File: src/rtl/tmr_pkg.sv
// Shared types for the TMR scrub-and-repair controller: FSM states,
// replica identifiers and vote masks.
package tmr_pkg;

  typedef enum logic [2:0] {
    ST_MONITOR,
    ST_REQUEST,
    ST_RECONFIG,
    ST_SETTLE,
    ST_FAILED
  } state_e;

  typedef logic [1:0] rid_t;
  typedef logic [2:0] mask_t;

  function automatic mask_t id2mask(input rid_t id);
    return mask_t'(3'b001 << id);
  endfunction

endpackage

File: src/rtl/tmr_vote3.sv
// Combinational word-level 2-of-3 vote with optional exclusion of one replica.
// Reports whether the vote lacks a majority and which replicas disagree with it.
module tmr_vote3 #(
  parameter int WIDTH = 1
) (
  input  logic [WIDTH-1:0] r0_i,
  input  logic [WIDTH-1:0] r1_i,
  input  logic [WIDTH-1:0] r2_i,
  input  logic [2:0]       mask_i,
  output logic [WIDTH-1:0] vote_o,
  output logic             unc_o,
  output logic [2:0]       dis_o
);

  always_comb begin
    vote_o = r0_i;
    unc_o  = 1'b0;
    case (mask_i)
      // With one replica excluded, the lower-index survivor wins a tie.
      3'b001: begin
        vote_o = r1_i;
        unc_o  = (r1_i != r2_i);
      end
      3'b010: begin
        vote_o = r0_i;
        unc_o  = (r0_i != r2_i);
      end
      3'b100: begin
        vote_o = r0_i;
        unc_o  = (r0_i != r1_i);
      end
      default: begin
        if ((r0_i == r1_i) || (r0_i == r2_i)) begin
          vote_o = r0_i;
        end else if (r1_i == r2_i) begin
          vote_o = r1_i;
        end else begin
          vote_o = r0_i;
          unc_o  = 1'b1;
        end
      end
    endcase
    dis_o[0] = !mask_i[0] && (r0_i != vote_o);
    dis_o[1] = !mask_i[1] && (r1_i != vote_o);
    dis_o[2] = !mask_i[2] && (r2_i != vote_o);
  end

endmodule

File: src/rtl/tmr_reconfig_ctrl.sv
// TMR voter front-end with persistent-fault detection, replica masking and a
// req/ack/done handshake to the partial-reconfiguration engine.
module tmr_reconfig_ctrl
  import tmr_pkg::*;
#(
  parameter int WIDTH          = 1,
  parameter int THRESH         = 4,
  parameter int SETTLE_CYCLES  = 8,
  parameter int TIMEOUT_CYCLES = 1024,
  parameter int MAX_RETRY      = 2
) (
  input  logic             clk,
  input  logic             rst,
  input  logic [WIDTH-1:0] r0,
  input  logic [WIDTH-1:0] r1,
  input  logic [WIDTH-1:0] r2,
  output logic [WIDTH-1:0] out,
  output logic             uncorrectable,
  output logic [2:0]       mask,
  output logic             reconfig_req,
  output logic [1:0]       reconfig_id,
  input  logic             reconfig_ack,
  input  logic             reconfig_done,
  input  logic             reconfig_err,
  output logic             fault_perm
);

  localparam int CNT_W   = $clog2(THRESH + 1);
  localparam int CYC_MAX = (TIMEOUT_CYCLES > SETTLE_CYCLES) ? TIMEOUT_CYCLES : SETTLE_CYCLES;
  localparam int CYC_W   = $clog2(CYC_MAX + 1);
  localparam int RETRY_W = $clog2(MAX_RETRY + 2);

  localparam logic [CNT_W-1:0]   CNT_LAST  = CNT_W'(THRESH - 1);
  localparam logic [CNT_W-1:0]   CNT_SAT   = CNT_W'(THRESH);
  localparam logic [CYC_W-1:0]   TMO_LAST  = CYC_W'(TIMEOUT_CYCLES - 1);
  localparam logic [CYC_W-1:0]   SET_LAST  = CYC_W'(SETTLE_CYCLES - 1);
  localparam logic [RETRY_W-1:0] RETRY_LIM = RETRY_W'(MAX_RETRY);

  state_e                  state_q, state_d;
  mask_t                   mask_q, mask_d;
  rid_t                    id_q, id_d;
  logic [RETRY_W-1:0]      retry_q, retry_d;
  logic [CYC_W-1:0]        cyc_q, cyc_d;
  logic [2:0][CNT_W-1:0]   cnt_q, cnt_d;
  logic [WIDTH-1:0]        out_q;
  logic                    unc_q;

  logic [WIDTH-1:0]        vote;
  logic                    vote_unc;
  logic [2:0]              vote_dis;

  tmr_vote3 #(.WIDTH(WIDTH)) u_vote (
    .r0_i   (r0),
    .r1_i   (r1),
    .r2_i   (r2),
    .mask_i (mask_q),
    .vote_o (vote),
    .unc_o  (vote_unc),
    .dis_o  (vote_dis)
  );

  always_comb begin
    state_d = state_q;
    mask_d  = mask_q;
    id_d    = id_q;
    retry_d = retry_q;
    cyc_d   = cyc_q;
    cnt_d   = cnt_q;
    case (state_q)
      ST_MONITOR: begin
        // A three-way split gives no trustworthy minority, so counters hold.
        if (!vote_unc) begin
          for (int i = 0; i < 3; i++) begin
            if (!vote_dis[i]) begin
              cnt_d[i] = '0;
            end else begin
              if (cnt_q[i] != CNT_SAT) cnt_d[i] = cnt_q[i] + CNT_W'(1);
              if (cnt_q[i] == CNT_LAST) begin
                state_d = ST_REQUEST;
                id_d    = rid_t'(i);
                mask_d  = id2mask(rid_t'(i));
                retry_d = '0;
              end
            end
          end
        end
      end
      ST_REQUEST: begin
        if (reconfig_ack) begin
          state_d = ST_RECONFIG;
          cyc_d   = '0;
        end
      end
      ST_RECONFIG: begin
        if (reconfig_done && !reconfig_err) begin
          state_d = ST_SETTLE;
          cyc_d   = '0;
        end else if ((reconfig_done && reconfig_err) || (cyc_q == TMO_LAST)) begin
          if (retry_q < RETRY_LIM) begin
            retry_d = retry_q + RETRY_W'(1);
            state_d = ST_REQUEST;
          end else begin
            state_d = ST_FAILED;
          end
        end else begin
          cyc_d = cyc_q + CYC_W'(1);
        end
      end
      ST_SETTLE: begin
        if (cyc_q == SET_LAST) begin
          state_d     = ST_MONITOR;
          mask_d      = '0;
          cnt_d[id_q] = '0;
        end else begin
          cyc_d = cyc_q + CYC_W'(1);
        end
      end
      ST_FAILED: ;
      default: state_d = ST_MONITOR;
    endcase
  end

  always_ff @(posedge clk) begin
    if (rst) begin
      state_q <= ST_MONITOR;
      mask_q  <= '0;
      id_q    <= '0;
      retry_q <= '0;
      cyc_q   <= '0;
      cnt_q   <= '0;
      out_q   <= '0;
      unc_q   <= 1'b0;
    end else begin
      state_q <= state_d;
      mask_q  <= mask_d;
      id_q    <= id_d;
      retry_q <= retry_d;
      cyc_q   <= cyc_d;
      cnt_q   <= cnt_d;
      out_q   <= vote;
      unc_q   <= vote_unc;
    end
  end

  assign out           = out_q;
  assign uncorrectable = unc_q;
  assign mask          = mask_q;
  assign reconfig_id   = id_q;
  assign reconfig_req  = (state_q == ST_REQUEST);
  assign fault_perm    = (state_q == ST_FAILED);

endmodule

File: config.mk
export PLATFORM = sky130hd
export DESIGN_NAME = tmr_reconfig_ctrl
export DESIGN_NICKNAME = d
export VERILOG_FILES = /design/src/rtl/tmr_pkg.sv /design/src/rtl/tmr_vote3.sv /design/src/rtl/tmr_reconfig_ctrl.sv
export SDC_FILE = /design/constraint.sdc
export NUM_CORES = 1
export LEC_CHECK = 0
export CAP_MARGIN = 20
export CORE_MARGIN = 2
export CORE_UTILIZATION = 63
export DETAILED_ROUTE_END_ITERATION = 7
export GPL_TIMING_DRIVEN = 0
export PLACE_DENSITY = 0.91
export SYNTH_ARGS = -nofsm -noshare
export SYNTH_HDL_FRONTEND = slang
export SYNTH_SLANG_ARGS = --single-unit
File: constraint.sdc
create_clock -name clk -period 5.25 [get_ports clk]
set_input_delay 1.05 -clock clk [delete_from_list [all_inputs] [get_ports clk]]
set_output_delay 1.05 -clock clk [all_outputs]
set_load 0.02 [all_outputs]
-- Word-level counts from Yosys, hierarchy flattened
Index checks and enable logic that the tools add are counted.
- mux-type cells: 60
- equality and inequality tests: 36
- reductions and logical operators: 25
- order comparisons: 3
- add/subtract/negate cells: 5
- bitwise logic cells: 4
- operators by type and width (kind ; count):
    3-bit two-way mux ; 26
    11-bit two-way mux ; 4
    11-bit case mux with 3 select lines ; 1
    2-bit two-way mux ; 16
    3-bit != test (second input constant) ; 8
    3-bit by 2-bit equality test with 1-bit output (second input constant) ; 6
    9-bit two-way mux ; 2
    9-bit case mux with 2 select lines ; 1
    4-bit AND reduction ; 4
    3-bit case mux with 5 select lines ; 1
    2-bit != test (second input constant) ; 6
    11-bit by 1-bit adder with 11-bit output (second input constant) ; 1
    11-bit by 10-bit equality test with 1-bit output (second input constant) ; 1
    11-bit by 3-bit equality test with 1-bit output (second input constant) ; 1
    5-bit AND reduction ; 2
    3-bit by 1-bit adder with 3-bit output (second input constant) ; 3
    9-bit bitwise AND ; 1
    9-bit NOT ; 1
    3-bit demux with 2-bit select ; 1
    3-bit by 1-bit equality test with 1-bit output (second input constant) ; 2
    3-bit equality test (second input constant) ; 2
    1-bit logical AND ; 6
    1-bit != test ; 6
    3-bit case mux with 2 select lines ; 1
    other kinds (19) ; 30
- word-level logic and storage cells: 143
- output and inout port bits: 9
- bits in registers: 32

-- Longest topological paths before layout
- depth in word-level cells: 13
- depth in mapped cells: 7
- mapped depth without buffers: 7

-- Modules after synthesis
From an unflattened synthesis, not the netlist that was laid out.
- cell total of the unflattened synthesis: 248
- area total of the unflattened synthesis: 2059.5 µm²
- modules (own cells, without submodules) (module ; instances ; area an instance (µm²) ; cells each):
    tmr_reconfig_ctrl ; 1 ; 1811.7 ; 213
    tmr_vote3 ; 1 ; 247.7 ; 35

-- Worst setup path before layout
Ideal clock, no wire load.
- path type: input to register
- from: in r1
- to: reg mask_q[0], in the netlist mask[0]
- required time: 5131 ps
- path slack: 2707 ps
- setup time: 119 ps
- data arrival time: 2424 ps
- stages on the path: 6
- path buffers: 1
- path through: buf_6 -> xnor2_1 -> or3_2 -> a211o_1 -> and3_1 -> o221a_1
- cells in the longest elaborated chain, start to end: 13
- elaborated cells between the ends (all ways): 26
- ends and longest elaborated chain (what ; line ; source):
    start: declaration ; tmr_reconfig_ctrl.sv:15 ; input logic [WIDTH-1:0] r1,
    1-bit equality test (on tied branches) ; tmr_vote3.sv:35, tmr_vote3.sv:33 ;
    1-bit two-way mux or 1-bit logical OR (tied branches) ; tmr_vote3.sv:35, tmr_vote3.sv:33 ;
    1-bit two-way mux ; tmr_vote3.sv:33 ; if ((r0_i == r1_i) || (r0_i == r2_i)) begin
    1-bit case mux with 2 select lines ; tmr_vote3.sv:18 ; case (mask_i)
    1-bit != test ; tmr_vote3.sv:43 ; dis_o[0] = !mask_i[0] && (r0_i != vote_o);
    1-bit logical AND ; tmr_vote3.sv:43 ;
    3-bit two-way mux ; tmr_reconfig_ctrl.sv:74 ; if (!vote_dis[i]) begin
    3-bit two-way mux ; tmr_reconfig_ctrl.sv:78 ; if (cnt_q[i] == CNT_LAST) begin
    3-bit two-way mux ; tmr_reconfig_ctrl.sv:74 ;
    3-bit two-way mux ; tmr_reconfig_ctrl.sv:78 ;
    3-bit two-way mux ; tmr_reconfig_ctrl.sv:74 ;
    3-bit two-way mux ; tmr_reconfig_ctrl.sv:72 ; if (!vote_unc) begin
    3-bit case mux with 2 select lines ; tmr_reconfig_ctrl.sv:69 ; case (state_q)
    end signal: assignment ; tmr_reconfig_ctrl.sv:135 ; mask_q <= mask_d;
    end: declaration ; tmr_reconfig_ctrl.sv:40 ; mask_t mask_q, mask_d;
Several ways; a longest one is shown, not always the timed one. The select of a mux whose other input is x is not followed.
A chain may end at the register's enable or synchronous reset.

-- Final worst setup path
- from: in r2
- to: reg mask_q[2], in the netlist mask[2]
- cells in the longest elaborated chain, start to end: 13
- elaborated cells between the ends (all ways): 26
- ends and longest elaborated chain (what ; line ; source):
    start: declaration ; tmr_reconfig_ctrl.sv:16 ; input logic [WIDTH-1:0] r2,
    1-bit equality test (on tied branches) ; tmr_vote3.sv:35, tmr_vote3.sv:33 ;
    1-bit two-way mux or 1-bit logical OR (tied branches) ; tmr_vote3.sv:35, tmr_vote3.sv:33 ;
    1-bit two-way mux ; tmr_vote3.sv:33 ;
    1-bit case mux with 2 select lines ; tmr_vote3.sv:18 ;
    1-bit != test ; tmr_vote3.sv:43 ;
    1-bit logical AND ; tmr_vote3.sv:43 ;
    3-bit two-way mux ; tmr_reconfig_ctrl.sv:74 ;
    3-bit two-way mux ; tmr_reconfig_ctrl.sv:78 ;
    3-bit two-way mux ; tmr_reconfig_ctrl.sv:74 ;
    3-bit two-way mux ; tmr_reconfig_ctrl.sv:78 ;
    3-bit two-way mux ; tmr_reconfig_ctrl.sv:74 ;
    3-bit two-way mux ; tmr_reconfig_ctrl.sv:72 ;
    3-bit case mux with 2 select lines ; tmr_reconfig_ctrl.sv:69 ;
Several ways; a longest one is shown, not always the timed one. The select of a mux whose other input is x is not followed.

==> summary.txt <==
Outcome
  • Result of the run: complete, no violations

Setup path
  • Reg-to-reg critical path endpoint: cyc_q[6]
  • Critical-path maximum fanout: 10
  • CP Launch Type: input port
  • Startpoint-to-endpoint class of the critical path: in2reg
  • Data required time of the worst path: 5500 ps
  • R2r worst-path depth: 7
  • Arrival time worst endpoint: 3060 ps
  • Critical Path Source: r2
  • End point of the critical path: mask[2]
  • Setup crit end kind: flip-flop
  • Reg-to-reg startpoint: cyc_q[0]
  • Register-to-register setup slack: 2910 ps

Clocking
  • CTS root buffer: sky130_fd_sc_hd__clkbuf_4
  • Number of setup buffers added after CTS: 0
  • CTS HTree Levels: 2
  • Clock tree from TritonCTS: built
  • Post-cts resize count: 0
  • Clock buffer count from CTS: 5
  • Clock sinks: 32
  • Clock transition time at the flip-flop clock pins of the worst setup and hold paths: 100 ps
  • Clock latency of the later-clocked register in the worst-skew pair: 350 ps
  • Maximum number of buffers from clock root to sink: 2
  • Hold_buf cts: 0

Global route
  • Global-route wire length before repair: 9.45 mm
  • Via count of the first global-routing pass: 2061
  • Number of antenna violations at the first check in global routing: 0
  • Total track usage: 28.7%
  • Maximum number of pins on one net before global-route repair: 11
  • Remaining Overflow, GRT: 0

Layout
  • Antenna cell count: 0
  • Layout Cells excl Fill: 346
  • Proportion of layout cells with a drive suffix above 1: 12.3%
  • Net count, final: 318
  • Fillers: 245
  • Area Overhead vs Synth: 11.4%
  • Post-route cell area: 2570 um^2

Timing
  • Setup repair after global routing missed its margin: false
  • Final slew viol count: 0
  • Count of endpoints failing setup in the final report: 0
  • Transition time of the tightest slew-check pin: 725 ps
  • Fin crit period: 2810 ps
  • Setup tns final: 0 ps
  • Post-route worst hold slack: 492 ps
  • Peak Freq: 0.356 GHz
  • Period Utilization, post-route: 53.5%
  • Clk_skew: 12.2 ps
  • Final count of hold timing violations: 0
  • Relative slew slack: 51.7%

Power
  • Cell-internal power: 340 uW
  • Relative contribution of sequential cells to total power: 54.0%
  • Switching part of the total: 25.4%
  • Reported leakage power: 0.843 nW
  • Power density of the placed cells: 178 nW/um^2
  • Clk pwr share: 36.2%
  • Net switching power of the design: 116 uW
  • Worst vdd ir: 0.000134 V
  • Share of power burned in combinational logic: 9.8%

Floorplanning
  • Die area: 4160 um^2
  • Die height: 64.5 um
  • Chip Width: 64.5 um
  • Core region area: 3420 um^2
  • Initial core utilization: 67.5%
  • Number of rows created at floorplan: 21
  • Top-level I/O count: 17

Placement
  • Count of buffers inserted at the top-level ports: 14
  • Final RePlAce weighted congestion: 0.882
  • Placement-stage cell area: 2500 um^2
  • Number of cells in the design after placement: 339
  • HPWL after DPL: 3.98 mm

Synth
  • Net count after synthesis: 297
  • Leading register cell type out of synthesis: sky130_fd_sc_hd__dfxtp_1
  • Number of unique standard cell types used by synthesis: 67
  • Proportion of synthesized flip-flops having asynchronous set or reset: 0%
  • Flops & latches, synth: 32
  • Share of synthesized area occupied by flip-flops and latches: 27.8%
  • Avg Cell Area, Syn: 8.27 um^2
  • Synthesized instance count: 279
  • Number of flops mapped to enable cells by yosys: 0
  • Number of warnings issued by yosys: 0
  • Total standard cell area after synthesis: 2310 um^2

Drt
  • Iteration-0 DRC count of the detailed router: 269
  • Drt via density: 6.55
  • Number of search-and-repair iterations in the first detailed-routing pass: 5
  • Routed length per instance: 16.0 um
  • Total via count in the routed design: 2265
  • Post-route antenna net violation count: 0
  • Aggregate routed wire length: 5.53 mm
  • Count of unresolved DRC violations after routing: 0

Flow run
  • # Max-Cap Violations: 0

Hold path
  • Min-Delay Path Class: reg2reg
## how the worst min path moves through the flow
stage                         from       end  slack [ps]  depth (start not counted)
after CTS                 cnt_q[8]  cnt_q[8]         490                          2
after global routing      cyc_q[9]  cyc_q[9]         540                          2
after global placement    cnt_q[8]  cnt_q[8]         470                          2
after detailed placement  cnt_q[8]  cnt_q[8]         480                          2
final                     cnt_q[8]  cnt_q[8]         490                          2
after floorplan           cnt_q[8]  cnt_q[8]         450                          2
## through the flow
step	power, mW	setup slack (ps)	utilization (%)
floorplan	0.282	2710	-
global placement	0.295	2120	73.3
detailed placement	0.296	2110	73.3
CTS	0.454	2470	75.2
global route	0.467	2330	75.2
finish	0.456	2440	75.2
## cells in the mapped netlist (2+ instances only)
cell	instances	area [um^2]
sky130_fd_sc_hd__nand4_1	6	37.5
sky130_fd_sc_hd__a311oi_1	2	17.5
sky130_fd_sc_hd__nand2_1	31	116
sky130_fd_sc_hd__o31ai_1	11	82.6
sky130_fd_sc_hd__or4b_2	2	20.0
sky130_fd_sc_hd__ha_1	10	125
sky130_fd_sc_hd__o22ai_1	2	12.5
sky130_fd_sc_hd__inv_1	19	71.3
sky130_fd_sc_hd__and3_1	2	12.5
sky130_fd_sc_hd__and2_1	3	18.8
sky130_fd_sc_hd__o22ai_2	2	25.0
sky130_fd_sc_hd__nand3_1	8	40.0
sky130_fd_sc_hd__nor4_1	3	18.8
sky130_fd_sc_hd__nand3b_1	3	22.5
sky130_fd_sc_hd__xnor2_1	4	35.0
sky130_fd_sc_hd__or3_1	3	18.8
sky130_fd_sc_hd__or4_1	9	67.6
sky130_fd_sc_hd__a211oi_1	3	22.5
sky130_fd_sc_hd__a211o_1	2	17.5
sky130_fd_sc_hd__a21boi_0	5	37.5
sky130_fd_sc_hd__nand2b_1	3	18.8
sky130_fd_sc_hd__a21oi_1	16	80.1
sky130_fd_sc_hd__dfxtp_1	32	641
sky130_fd_sc_hd__o32ai_1	7	61.3
sky130_fd_sc_hd__a31oi_1	2	12.5
sky130_fd_sc_hd__nor2_1	18	67.6
sky130_fd_sc_hd__or3b_1	4	35.0
sky130_fd_sc_hd__clkbuf_1	4	15.0
sky130_fd_sc_hd__buf_6	10	113
sky130_fd_sc_hd__o21ai_0	8	40.0
sky130_fd_sc_hd__mux2i_1	2	20.0
sky130_fd_sc_hd__a41oi_1	2	17.5
sky130_fd_sc_hd__nor3_1	5	25.0
sky130_fd_sc_hd__and4_1	2	17.5
sky130_fd_sc_hd__o31a_1	2	17.5
## cells in the final DEF, fill, tap and decap left out, drive strengths merged, types with 9 or more instances in the layout
cell / instances
inv: 19
buf: 12
clkbuf: 12
clkdlybuf4s50: 14
nand2: 31
o31ai: 11
dfxtp: 32
ha: 10
a21oi: 16
nor2: 18
or4: 9
## sequential cells by signal, indices dropped and copies added, names as in the netlist
signal	flops
retry_q	2
cyc_q	11
mask	3
reconfig_id	2
uncorrectable	1
state_q	3
cnt_q	9
out	1
## cell families (layout without fill, tap and decap cells)
kind of cell,count (synthesis),after routing,synth area share (%)
fa+ha+maj,10,10,5.42
simple gates,115,115,28.7
flops,32,32,27.8
buf+inv,37,58,9.54
compound gates,78,78,25.8
mux,2,2,0.868
xor+xnor,5,5,1.90
## final cells by class
class,count,area (um^2),area share (%)
well taps,46,57.6,2.24
plain buffers,17,145,5.65
inverters,20,75.1,2.92
repair buffers,14,140,5.45
flip-flops and latches,32,641,24.9
clock buffers,7,65.1,2.53
multi-input cells,210,1450,56.3
## power groups by stage
stage | Sequential (mW) | Combinational (mW) | Clock, mW
6_report | 0.246 | 0.0448 | 0.165
5_1_grt | 0.246 | 0.0492 | 0.172
4_1_cts | 0.246 | 0.0441 | 0.163
3_5_place_dp | 0.252 | 0.0438 | 0
3_3_place_gp | 0.252 | 0.0428 | 0
2_1_floorplan | 0.252 | 0.0301 | 0
## critical path, cell delays in order
cell and delay [ps]:
sky130_fd_sc_hd__clkdlybuf4s50_1 480, sky130_fd_sc_hd__buf_6 170, sky130_fd_sc_hd__or3b_4 390, sky130_fd_sc_hd__a211oi_4 380
sky130_fd_sc_hd__nand2_1 230, sky130_fd_sc_hd__a32oi_1 260, sky130_fd_sc_hd__o22ai_1 90
## per-layer routing
| metal | share of wire, % | GRT usage [%] |
|---|---|---|
| met4 | 0.96 | 8.78 |
| met1 | 47 | 40.1 |
| met2 | 43 | 44.1 |
| met5 | 0 | 0 |
| met3 | 8.7 | 6.60 |
No activity file was read; power rests on OpenSTA's default activity.
